--- src/rtl/apb_timer_sub.sv ---
// APB subordinate hosting a 32-bit auto-reload up-counter with a prescaler
// and a level interrupt; completion is stretched by WAIT_STATES cycles.
module apb_timer_sub #(
  parameter int unsigned WAIT_STATES = 1,
  parameter int unsigned PSC_W       = 16
) (
  input  logic        PCLK,
  input  logic        PRESET,
  input  logic [31:0] PADDR,
  input  logic        PSEL,
  input  logic        PENABLE,
  input  logic        PWRITE,
  input  logic [31:0] PWDATA,
  output logic [31:0] PRDATA,
  output logic        PREADY,
  output logic        irq
);

  localparam logic [3:0] WS_INIT = 4'(WAIT_STATES);

  localparam logic [9:0] W_CTRL   = 10'h000;
  localparam logic [9:0] W_PSC    = 10'h001;
  localparam logic [9:0] W_ARR    = 10'h002;
  localparam logic [9:0] W_CNT    = 10'h003;
  localparam logic [9:0] W_STATUS = 10'h004;

  typedef enum logic {
    IDLE,
    ACCESS
  } state_t;

  state_t     state, state_nxt;
  logic [3:0] wait_cnt, wait_cnt_nxt;

  logic [2:0]       ctrl;
  logic [PSC_W-1:0] psc;
  logic [PSC_W-1:0] psc_cnt;
  logic [31:0]      arr;
  logic [31:0]      cnt;
  logic             uif;

  logic [9:0]  word;
  logic        wr;
  logic        wr_ctrl, wr_psc, wr_arr, wr_cnt, wr_status;
  logic        tick;
  logic        reload;
  logic [31:0] rdata;
  logic        unused_addr_bits;

  assign word             = PADDR[11:2];
  assign unused_addr_bits = ^{PADDR[31:12], PADDR[1:0]};

  // ---------------------------------------------------------------------
  // APB handshake
  // ---------------------------------------------------------------------
  always_ff @(posedge PCLK or posedge PRESET) begin
    if (PRESET) begin
      state    <= IDLE;
      wait_cnt <= '0;
    end else begin
      state    <= state_nxt;
      wait_cnt <= wait_cnt_nxt;
    end
  end

  always_comb begin
    state_nxt    = state;
    wait_cnt_nxt = wait_cnt;
    PREADY       = 1'b0;
    case (state)
      IDLE: begin
        if (PSEL && !PENABLE) begin
          state_nxt    = ACCESS;
          wait_cnt_nxt = WS_INIT;
        end
      end
      ACCESS: begin
        if (!PSEL) begin
          state_nxt = IDLE;
        end else if (PENABLE) begin
          if (wait_cnt != '0) begin
            wait_cnt_nxt = wait_cnt - 4'd1;
          end else begin
            PREADY    = 1'b1;
            state_nxt = IDLE;
          end
        end else begin
          // a fresh SETUP without a completed access restarts the wait count
          wait_cnt_nxt = WS_INIT;
        end
      end
      default: state_nxt = IDLE;
    endcase
  end

  assign wr        = PREADY && PWRITE;
  assign wr_ctrl   = wr && (word == W_CTRL);
  assign wr_psc    = wr && (word == W_PSC);
  assign wr_arr    = wr && (word == W_ARR);
  assign wr_cnt    = wr && (word == W_CNT);
  assign wr_status = wr && (word == W_STATUS);

  // ---------------------------------------------------------------------
  // Timer core
  // ---------------------------------------------------------------------
  assign tick   = ctrl[0] && (psc_cnt == psc);
  assign reload = tick && (cnt >= arr);

  always_ff @(posedge PCLK or posedge PRESET) begin
    if (PRESET) begin
      ctrl <= '0;
    end else if (wr_ctrl) begin
      ctrl <= PWDATA[2:0];
    end else if (reload && ctrl[1]) begin
      ctrl[0] <= 1'b0;
    end
  end

  always_ff @(posedge PCLK or posedge PRESET) begin
    if (PRESET) begin
      psc <= '0;
    end else if (wr_psc) begin
      psc <= PWDATA[PSC_W-1:0];
    end
  end

  always_ff @(posedge PCLK or posedge PRESET) begin
    if (PRESET) begin
      psc_cnt <= '0;
    end else if (wr_psc || tick) begin
      psc_cnt <= '0;
    end else if (ctrl[0]) begin
      psc_cnt <= psc_cnt + 1'b1;
    end
  end

  always_ff @(posedge PCLK or posedge PRESET) begin
    if (PRESET) begin
      arr <= '0;
    end else if (wr_arr) begin
      arr <= PWDATA;
    end
  end

  always_ff @(posedge PCLK or posedge PRESET) begin
    if (PRESET) begin
      cnt <= '0;
    end else if (wr_cnt) begin
      cnt <= PWDATA;
    end else if (reload) begin
      cnt <= '0;
    end else if (tick) begin
      cnt <= cnt + 32'd1;
    end
  end

  // hardware set takes priority over a same-cycle write-1-to-clear
  always_ff @(posedge PCLK or posedge PRESET) begin
    if (PRESET) begin
      uif <= 1'b0;
    end else if (reload) begin
      uif <= 1'b1;
    end else if (wr_status && PWDATA[0]) begin
      uif <= 1'b0;
    end
  end

  assign irq = uif && ctrl[2];

  // ---------------------------------------------------------------------
  // Read path
  // ---------------------------------------------------------------------
  always_comb begin
    rdata = '0;
    case (word)
      W_CTRL:   rdata = {29'd0, ctrl};
      W_PSC:    rdata = 32'(psc);
      W_ARR:    rdata = arr;
      W_CNT:    rdata = cnt;
      W_STATUS: rdata = {31'd0, uif};
      default:  rdata = '0;
    endcase
  end

  assign PRDATA = (PREADY && !PWRITE) ? rdata : '0;

endmodule

--- config.mk ---
export PLATFORM = sky130hd
export DESIGN_NAME = apb_timer_sub
export DESIGN_NICKNAME = d
export VERILOG_FILES = /design/src/rtl/apb_timer_sub.sv
export SDC_FILE = /design/constraint.sdc
export NUM_CORES = 1
export LEC_CHECK = 0
export ABC_AREA = 1
export BUFFER_PORTS_ARGS = -buffer_cell sky130_fd_sc_hd__clkbuf_2
export CELL_PAD_IN_SITES_DETAIL_PLACEMENT = 1
export CELL_PAD_IN_SITES_GLOBAL_PLACEMENT = 2
export CORE_ASPECT_RATIO = 1.1
export CORE_MARGIN = 2
export CORE_UTILIZATION = 23
export CTS_CLUSTER_DIAMETER = 40
export CTS_CLUSTER_SIZE = 24
export DETAILED_ROUTE_END_ITERATION = 7
export MAX_ROUTING_LAYER = met4
export PLACE_DENSITY = 0.71
export SETUP_SLACK_MARGIN = 0.05
export SLEW_MARGIN = 10
export SYNTH_ARGS = -nofsm -noshare
export SYNTH_HDL_FRONTEND = slang
export SYNTH_SLANG_ARGS = --single-unit
--- constraint.sdc ---
create_clock -name PCLK -period 5.9 [get_ports PCLK]
set_clock_uncertainty 0.15 [all_clocks]
set_input_delay 1.18 -clock PCLK [delete_from_list [all_inputs] [get_ports PCLK]]
set_output_delay 1.18 -clock PCLK [all_outputs]
set_load 0.005 [all_outputs]
==> implementation parameters, run 1 <==
Parameter                              Value

STA
  Peak Freq ... between 200 and 250 MHz
  Hold Worst Slack ... approximately 0.34 ns
  Tmin final ... 4.45 ns
  Number of hold-slack violations in the final timing report ... 0
  Unrepaired setup endpoints after global routing ... no
  Max-slew violations ... 0
  Final period util ... 75.4%
  Worst setup margin ... 1.45 ns
  Max_slew headroom ... 21.5%
  Slew at the pin with the worst max-slew slack ... between 1 and 1.5 ns
  Setup violations, final ... 0
  Setup_tns ... 0 ns

Routing
  Routed via count divided by cell count ... between 4 and 5
  DRC marker count from the first detailed-route iteration ... slightly below 300
  Average routed wire per standard cell ... between 15 and 20 microns
  Via total after detailed routing ... a little over 7,000
  Total wire length after detailed routing ... between 20,000 and 30,000 microns
  First drt pass iteration count ... 4
  Antenna Violating Nets Remaining ... 0
  Final routed DRC violation total ... 0

Clock network
  Clk sink count ... approximately 110
  Count of buffers added by post-CTS timing repair for setup ... 0
  Root buffer cell ... clkbuf_16
  Clock Path Buffers ... 2
  Total CTS buffers ... 9
  TritonCTS clock tree ... done
  Htree depth ... 3
  Cts hold-fix bufs ... 0
  Post-CTS resize count ... 0
  Clock transition at the registers of the reported paths ... about 0.08 ns
  Clock latency of the later-clocked register in the worst-skew pair ... approximately 0.37 ns

Worst setup path
  Worst reg-to-reg setup slack ... roughly 2.8 ns
  Depth of the worst register-to-register path ... 14
  Critical path depth ... 12
  Crit-path cells ... clkbuf_2, inv_1, nand3_2, nor2_4, nand2_2, inv_2, nand2_4, nand3_2, nand3b_2, buf_4, a31oi_1, clkbuf_2
  CP Data Required Time ... approximately 4.6 ns
  Max incr delay on CP ... around 0.35 ns
  Kind of capture point of the worst setup path ... primary output
  Worst reg2reg endpoint ... cnt[17]$_DFFE_PP0P_
  Family with the most delay on the worst path ... simple AND/OR/NAND/NOR gates
  Crit Path Category ... in -> out
  CP bufs+invs ... 5
  Slowest cell on crit path ... buf_4
  Critical register-to-register path startpoint ... cnt[7]$_DFFE_PP0P_
  Worst endpoint data arrival time ... around 3.1 ns
  Setup crit start kind ... input pin
  Start point of the critical path ... PADDR[10]
  Top fanout value on the critical path ... 25

Pwr
  Sw Pwr ... 0.365 mW
  Combinational group share of total power ... 5.4%
  Final Power ... roughly 1.5 mW
  Internal power consumption ... roughly 1.1 mW
  Sequential share of power ... between 40% and 50%
  Power density over the cells ... ~170 nW/um^2
  Worst VDD drop ... around 0.11 mV
  Leak Pwr ... between 4 and 5 nW
  Share of total power consumed by net switching ... 24.3%
  Clock group share of total power ... a little under half

Placement
  Post-placement setup slack ... approximately 1.4 ns
  HPWL Detailed ... around 20,000 microns
  Final weighted congestion of routability-driven global placement ... around 0.93
  Number of buffer cells added on primary ports ... 80

Cells and area
  Antenna diode count ... 0
  Proportion of layout cells with a drive suffix above 1 ... around 16%
  Synth-to-Final Area Change ... 14.3%
  Final Core Density ... a little over a quarter
  Number of nets in the layout ... about 1,200

Logic synthesis
  Synthesized instance count ... about 1,100
  Synth Area in Compound Gates ... roughly an eighth
  Simple-gate portion of the synthesized area ... approximately a third
  Sequential fraction of the synthesis area ... 34.4%
  Post-synth top area share ... around a third
  Most numerous cell types in the synthesized netlist ... nand2_1 (256), inv_1 (141), nor2_1 (118)
  Yosys warns ... 0
  Number of nets produced by synthesis ... approximately 1,200
  Number of enable-type register cells in the synthesized netlist ... 0
  Fraction of registers with async set or reset after synthesis ... between 90% and 100%
  Main combinational cell family by area after synthesis ... simple AND/OR/NAND/NOR gates
  Post-synthesis average cell area ... between 7 and 8 sq um
  Share of cell area taken by muxes after synthesis ... 0%
  Parity-gate share of the synthesized area counting xor and xnor cells ... 4.47%
  Cell type with the largest total area after synthesis ... dfrtp_1
  Post-synthesis register bit count ... 105
  Post-synthesis instance area ... 7630 sq um
  Most instantiated flip-flop cell in the synthesis netlist ... dfrtp_1
  Most common cell in the synthesized netlist ... nand2_1
  Area share of fa/ha/maj cells after synthesis ... approximately 5.9%
  Cell types with the largest area share after synthesis ... dfrtp_1 (34%), nand2_1 (13%), inv_1 (6.9%)
  Count of distinct cell types in the synthesized netlist ... 43

Hold path
  Worst Hold Path EP ... wait_cnt[1]$_DFFE_PP0P_
  Hold Path Cell Cnt ... 2
  Hold wc startpoint ... wait_cnt[1]$_DFFE_PP0P_
  Worst hold path class ... reg -> reg

Global route
  Pin count of the biggest net entering global routing ... 72
  First-pass GRT wire length ... ~43,000 microns
  Global routing usage summed across all routing layers ... 16.1%
  GR Overflow Total ... 0
  Number of global-route vias before repair ... around 7,600
  Number of antenna violations at the first check in global routing ... 0

Run
  Max cap viols ... 0

Floorplan
  Vert. Die Dim ... slightly below 200 microns
  Core outline area ... 32,500 sq um
  Number of top-level pins ... between 100 and 150
  Die extent in x ... 178 microns
  Number of cell rows ... 69
  Area enclosed by the die boundary ... approximately 35,000 sq um
  Initial core utilization ... between 20% and 30%

Status
  Run status ... finished clean
[layout make-up]
class | instances | area, sq um
Multi-Input combinational cell | 772 | 4160
Tap cell | 426 | 533
Fill cell | 4127 | 23700
Clock inverter | 6 | 91.3
Inverter | 173 | 653
Clock buffer | 10 | 239
Sequential cell | 105 | 2630
Timing Repair Buffer | 83 | 423
[per-stage QoR]
step                instance area, sq um  instances
global route                        8720       1575
detailed placement                  8390       1559
floorplan                           7630       1081
CTS                                 8720       1575
global placement                    8390       1559
finish                              8720       1575
[flip-flops by register name (all words and copies together) (netlist names)]
register  cells
psc_cnt      16
psc          16
cnt          32
arr          32
state         1
uif           1
ctrl          3
wait_cnt      4
[power by group through the flow]
stage	logic, mW	clock network, mW	registers, mW
after floorplan	0.0440	0	0.745
after global placement	0.0834	0	0.745
after detailed placement	0.0845	0	0.745
after CTS	0.0851	0.718	0.731
after global routing	0.0954	0.740	0.732
final	0.0817	0.690	0.731
[cell families (layout without fill, tap and decap cells)]
| logic type | count (synthesis) | count (layout) |
|---|---|---|
| and+or+nand+nor | 541 | 541 |
| adders and majority gates | 36 | 36 |
| xor gates and xnor gates | 39 | 39 |
| DFF | 105 | 105 |
| buffers and inverters | 204 | 272 |
| AOI/OAI and AO/OA | 156 | 156 |
[placed cells by master (no fill, tap or decap), types with 10 or more instances in the layout]
cell type and n:
a21oi_1 42, a22oi_1 18, clkbuf_2 80, dfrtp_1 105, ha_1 36, inv_1 140, inv_2 30, nand2_1 256
nand2_2 15, nand3_1 51, nand3b_1 18, nand4_1 22, nor2_1 118, nor3_1 34, o21ai_0 41, o21ai_1 17
o21ai_2 16, o22ai_1 10, xor2_1 36
[routing by layer]
layer	vias to the layer above	global-route usage, %	part of all wire [%]
met2	65	29.3	53
met1	3435	18.8	44
met5	-	-	0
li1	3597	-	-
met4	0	3.79	1.8
met3	20	1.85	1.8
[worst min-delay path, cell delays in order, from the launching register on]
cell,delay [ns]
dfrtp_1,0.35
nand2_1,0.05
o31ai_1,0.05
[how the worst max path moves through the flow]
| stage | endpoint | slack, ns |
|---|---|---|
| floorplan | arr[0]$_DFFE_PP0P_ | 1.81 |
| global placement | PRDATA[1] | 1.41 |
| detailed placement | PRDATA[1] | 1.36 |
| CTS | PRDATA[1] | 1.37 |
| global route | PRDATA[1] | 1.28 |
| finish | PRDATA[1] | 1.45 |
Power figures use the tool's default switching activity.
==> inputs of run 2 (changes only) <==
PLACE_DENSITY = 0.73   (was 0.71)
clock period = 3.9 ns   (was 5.9 ns; I/O delays follow)
==> run 2 against run 1 <==
Core utilization grew 0.20 points. Clock power grew 42%. Critical endpoint unchanged. Register-to-register slack lost 1.6 ns. Largest power group unchanged. Hold slack gained 0.0066 ns. Sequential power grew 52%. Count of clock-buffer cells in the layout grew 1. Total power grew 47%. Critical path type unchanged. Largest cell class unchanged.
==> implementation parameters, run 2 (synthesis results as in run 1) <==
Parameter                              Value

Worst setup path
  CP bufs+invs ... 5
  Slowest cell on crit path ... buf_4
  Family with the most delay on the worst path ... buffers and inverters
  Max incr delay on CP ... 0.26 ns
  CP Data Required Time ... just under 3 ns
  Critical path depth ... 12
  Top fanout value on the critical path ... 32
  Crit-path cells ... clkbuf_2, inv_1, nand3_2, nor2_4, nand2_2, inv_2, nand2_4, nand3_2, nand3b_2, buf_4, a31oi_1, clkbuf_2
  Worst reg2reg endpoint ... cnt[12]$_DFFE_PP0P_
  Crit Path Category ... in -> out
  Worst reg-to-reg setup slack ... around 1.2 ns
  Setup crit start kind ... input pin
  Depth of the worst register-to-register path ... 11
  Critical register-to-register path startpoint ... psc_cnt[4]$_DFFE_PP0P_
  Worst endpoint data arrival time ... 2.50 ns
  Kind of capture point of the worst setup path ... primary output

Clock network
  Clock Path Buffers ... 2
  Clock transition at the registers of the reported paths ... approximately 0.07 ns
  Root buffer cell ... clkbuf_16
  Clock latency of the later-clocked register in the worst-skew pair ... between 0.3 and 0.4 ns
  TritonCTS clock tree ... done
  Htree depth ... 3
  Clk sink count ... around 110
  Count of buffers added by post-CTS timing repair for setup ... 0
  Total CTS buffers ... 9
  Cts hold-fix bufs ... 0
  Post-CTS resize count ... 0

Cells and area
  Most used cells in the layout excluding fill and tap cells ... nand2_1 (256), inv_1 (140), nor2_1 (118)
  Number of inserted filler cells in the final layout ... 4,136
  Largest regs ... arr: 32 flops, cnt: 32 flops
  Most common cell after layout, fill and taps aside ... nand2_1
  FF+latch area ... 2630 sq um
  Synth-to-Final Area Change ... 15.1%
  Proportion of layout cells with a drive suffix above 1 ... 16.6%
  Antenna diode count ... 0
  Final standard cell area without fillers ... approximately 8800 sq um
  Combined area of the multi-input logic cells ... between 4000 and 5000 sq um
  Number of nets in the layout ... 1,261

STA
  Max-slew violations ... 0
  Slew at the pin with the worst max-slew slack ... 0.687 ns
  Setup_tns ... 0 ns
  Final period util ... just under 90%
  Peak Freq ... around 290 MHz
  Tmin final ... between 3 and 4 ns
  Max_slew headroom ... a little over half
  Setup violations, final ... 0
  Number of hold-slack violations in the final timing report ... 0
  Unrepaired setup endpoints after global routing ... no

Routing
  DRC marker count from the first detailed-route iteration ... roughly 260
  First drt pass iteration count ... 4
  Average routed wire per standard cell ... between 15 and 20 microns
  Total wire length after detailed routing ... around 26,000 microns
  Routed via count divided by cell count ... about 4.5
  Final routed DRC violation total ... 0
  Via total after detailed routing ... approximately 7,000
  Antenna Violating Nets Remaining ... 0

Pwr
  Leak Pwr ... approximately 4.3 nW
  Worst VDD drop ... between 0.15 and 0.2 mV
  Power density over the cells ... between 200 and 300 nW/um^2

Status
  Run status ... finished clean

Global route
  GR Overflow Total ... 0
  First-pass GRT wire length ... roughly 42,000 microns
  Number of antenna violations at the first check in global routing ... 0
  Global routing usage summed across all routing layers ... 15.9%
  Number of global-route vias before repair ... ~7,600
  Pin count of the biggest net entering global routing ... 65

Floorplan
  Initial core utilization ... a little under a quarter
  Number of cell rows ... 69
  Number of top-level pins ... ~100
  Core outline area ... between 30,000 and 40,000 sq um
  Die extent in x ... 178 microns
  Vert. Die Dim ... 195 microns
  Area enclosed by the die boundary ... roughly 35,000 sq um

Hold path
  Hold Path Cell Cnt ... 2
  Worst Hold Path EP ... arr[11]$_DFFE_PP0P_
  Worst hold path class ... reg -> reg
  Hold wc startpoint ... arr[11]$_DFFE_PP0P_

Run
  Max cap viols ... 0

Placement
  Number of buffer cells added on primary ports ... 80
  HPWL Detailed ... 20,500 microns
  Final weighted congestion of routability-driven global placement ... approximately 0.90
  Placed Area ... around 8500 sq um
[run 2: power breakdown]
| group | leakage [nW] | switching [mW] | internal, mW |
|---|---|---|---|
| clock | 0.155 | 0.447 | 0.532 |
| sequential | 1.37 | 0.00660 | 1.10 |
| combinational | 2.80 | 0.0863 | 0.0400 |
[run 2: area by class of cell]
cell class                      instances  share of cell area, %
Inverter                              173                   7.43
Sequential cell                       105                   29.9
Clock buffer                           11                   2.88
Tap cell                              426                   6.06
Timing Repair Buffer                   95                   5.84
Clock inverter                          5                  0.612
Multi-Input combinational cell        772                   47.3
[run 2: per-layer routing]
metal  vias up  global-route usage [%]  wire length (microns)
met5         -                       -                      0
met4         0                    2.76                    245
met3        14                    1.99                    442
met2        56                    28.6                  13400
met1      3397                    19.0                  11700
li1       3623                       -                      -
[run 2: worst max-delay path by stage]
| stage | slack [ns] | endpoint | startpoint |
|---|---|---|---|
| 6_report | 0.47 | PRDATA[1] | PADDR[10] |
| 5_1_grt | 0.25 | PRDATA[1] | PADDR[11] |
| 4_1_cts | 0.37 | PRDATA[1] | PADDR[10] |
| 3_5_place_dp | 0.36 | PRDATA[1] | PADDR[10] |
| 3_3_place_gp | 0.40 | PRDATA[1] | PADDR[10] |
| 2_1_floorplan | 0.21 | arr[0]$_DFFE_PP0P_ | PRESET |
[run 2: worst reg2reg max path, cell delays in order, from the launching register on]
cell and delay, ns:
dfrtp_1 0.45, inv_2 0.11, nor2_1 0.06, nor3_1 0.24
nand2_1 0.10, nor2_1 0.14, nand3_2 0.41, nand2_2 0.47
buf_4 0.32, o21ai_2 0.09, inv_2 0.05, nand2_1 0.05
[run 2: through the flow]
stage	cells	worst slack, ns	hold WS [ns]	power [mW]	util [%]
2_1_floorplan	1081	0.209	0.302	1.19	-
3_3_place_gp	1571	0.395	0.317	1.26	26.1
3_5_place_dp	1571	0.362	0.324	1.26	26.1
4_1_cts	1587	0.370	0.342	2.25	27.1
5_1_grt	1587	0.249	0.369	2.31	27.1
6_report	1587	0.468	0.343	2.21	27.1
==> inputs of run 3 (changes only) <==
CORE_ASPECT_RATIO = 0.5   (was 1.1)
==> run 3 against run 2 <==
Setup slack lost 0.015 ns. Die area grew 0.25%. First-iteration DRC count grew 27%. Final area shrank 0.19%. Highest routed layer unchanged. Register-to-register slack lost 0.32 ns. Critical endpoint is now PRDATA[4]. Clock power shrank 5.5%. Sequential power is essentially flat.
==> implementation parameters, run 3 (synthesis results as in run 1) <==
Parameter                              Value

STA
  Setup_tns ... 0 ns
  Max_slew headroom ... between 20% and 30%
  Unrepaired setup endpoints after global routing ... no
  Peak Freq ... 290 MHz
  Final period util ... roughly nine tenths
  Setup violations, final ... 0
  Tmin final ... 3.45 ns
  Max-slew violations ... 0
  Slew at the pin with the worst max-slew slack ... around 1.2 ns
  Number of hold-slack violations in the final timing report ... 0

Worst setup path
  CP Data Required Time ... 2.97 ns
  Worst reg2reg endpoint ... cnt[15]$_DFFE_PP0P_
  Start point of the critical path ... PADDR[10]
  Crit Path Category ... in -> out
  Worst reg-to-reg setup slack ... ~0.85 ns
  Critical register-to-register path startpoint ... cnt[7]$_DFFE_PP0P_
  Kind of capture point of the worst setup path ... primary output
  Depth of the worst register-to-register path ... 14
  Setup crit start kind ... input pin
  Top fanout value on the critical path ... 21
  Worst endpoint data arrival time ... around 2.5 ns

Hold path
  Worst Hold Path EP ... arr[10]$_DFFE_PP0P_
  Worst hold path class ... reg -> reg
  Hold Path Cell Cnt ... 2
  Hold wc startpoint ... arr[10]$_DFFE_PP0P_

Pwr
  Worst VDD drop ... roughly 0.22 mV
  Power density over the cells ... approximately 250 nW/um^2
  Final Power ... 2.16 mW
  Leak Pwr ... 4.29 nW

Floorplan
  Area enclosed by the die boundary ... roughly 35,000 sq um
  Core outline area ... 32,900 sq um
  Number of top-level pins ... 103
  Initial core utilization ... between 20% and 30%
  Die extent in x ... about 260 microns
  Vert. Die Dim ... between 100 and 150 microns
  Number of cell rows ... 47

Clock network
  TritonCTS clock tree ... done
  Htree depth ... 3
  Total CTS buffers ... 9
  Clock latency of the later-clocked register in the worst-skew pair ... 0.37 ns
  Count of buffers added by post-CTS timing repair for setup ... 0
  Clock Path Buffers ... 2
  Clk sink count ... roughly 110
  Clock transition at the registers of the reported paths ... ~0.070 ns
  Root buffer cell ... clkbuf_16
  Post-CTS resize count ... 0
  Cts hold-fix bufs ... 0

Routing
  Routed via count divided by cell count ... between 4 and 5
  DRC marker count from the first detailed-route iteration ... roughly 330
  Via total after detailed routing ... between 7,000 and 8,000
  Antenna Violating Nets Remaining ... 0
  Highest metal layer used by the detailed router ... met4
  Detail Route met2 WL ... 13,200 microns
  First drt pass iteration count ... 4
  Final routed DRC violation total ... 0
  Average routed wire per standard cell ... around 16 microns
  Routed metal-1 wirelength ... 12,200 microns
  Met3 routed wirelength ... between 500 and 600 microns
  Total wire length after detailed routing ... approximately 26,000 microns

Cells and area
  Number of inserted filler cells in the final layout ... ~4,100
  Most common cell after layout, fill and taps aside ... nand2_1
  Largest regs ... arr: 32 flops, cnt: 32 flops
  Combined area of the multi-input logic cells ... slightly above 4000 sq um
  Most used cells in the layout excluding fill and tap cells ... nand2_1 (256), inv_1 (140), nor2_1 (118)
  Number of nets in the layout ... ~1,300
  Synth-to-Final Area Change ... 14.9%
  Proportion of layout cells with a drive suffix above 1 ... between 10% and 20%
  FF+latch area ... between 2000 and 3000 sq um
  Final standard cell area without fillers ... between 8000 and 9000 sq um
  Antenna diode count ... 0

Placement
  Placed Area ... about 8500 sq um
  HPWL Detailed ... roughly 21,000 microns
  Number of buffer cells added on primary ports ... 80
  Final weighted congestion of routability-driven global placement ... about 0.89

Global route
  Global routing usage summed across all routing layers ... 16.0%
  Number of antenna violations at the first check in global routing ... 0
  GR Overflow Total ... 0
  First-pass GRT wire length ... 42,600 microns
  Pin count of the biggest net entering global routing ... between 60 and 70
  Number of global-route vias before repair ... a little under 8,000

Run
  Max cap viols ... 0

Status
  Run status ... finished clean
[run 3: changes by cell type in the layout (fill, tap and decap cells not counted), sizes merged]
| cell | before | now |
|---|---|---|
| clkbuf | 91 | 90 |
| bufinv | 1 | 0 |
| clkinv | 6 | 4 |
| clkinvlp | 0 | 2 |
| inv | 171 | 173 |
| buf | 15 | 11 |
[run 3: power by group]
part | switching, mW | total (mW) | internal (mW) | leakage (nW)
registers | 0.00680 | 1.11 | 1.10 | 1.37
logic | 0.0897 | 0.130 | 0.0400 | 2.78
clock network | 0.466 | 0.925 | 0.459 | 0.136
[run 3: critical path, stage by stage]
cell	delay, ns
clkbuf_2	0.08
inv_1	0.08
nand3_2	0.12
nor2_4	0.18
nand2_2	0.13
inv_2	0.20
nand2_4	0.14
nand3_2	0.10
nand3b_2	0.09
buf_4	0.22
nor2_1	0.23
clkbuf_2	0.16
[run 3: stage by stage]
stage / utilization, % / hold WS [ns] / setup WS, ns / std cells
floorplan: - / 0.302 / 0.209 / 1081
CTS: 26.7 / 0.349 / 0.387 / 1598
finish: 26.7 / 0.346 / 0.453 / 1598
global placement: 25.8 / 0.315 / 0.435 / 1582
global route: 26.7 / 0.374 / 0.284 / 1598
detailed placement: 25.8 / 0.330 / 0.388 / 1582
[run 3: per-layer routing]
layer  vias up  GRT usage [%]
met5         -              -
met4         0           2.49
met1      3628           19.9
met3        12           2.45
li1       3614              -
met2        64           27.8
[run 3: how the worst max path moves through the flow]
stage,to,slack (ns),cells past startpoint
floorplan,arr[0]$_DFFE_PP0P_,0.21,1
global placement,PRDATA[4],0.44,12
detailed placement,PRDATA[4],0.39,12
CTS,PRDATA[4],0.39,12
global route,PRDATA[4],0.28,12
finish,PRDATA[4],0.45,12
[run 3: area by class of cell]
class	instances	area share (%)
tap	441	6.29
multi-input combinational	772	47.4
clock buffer	10	2.72
clock inverter	6	0.570
inverter	173	7.44
sequential	105	29.9
timing repair buffer	91	5.65
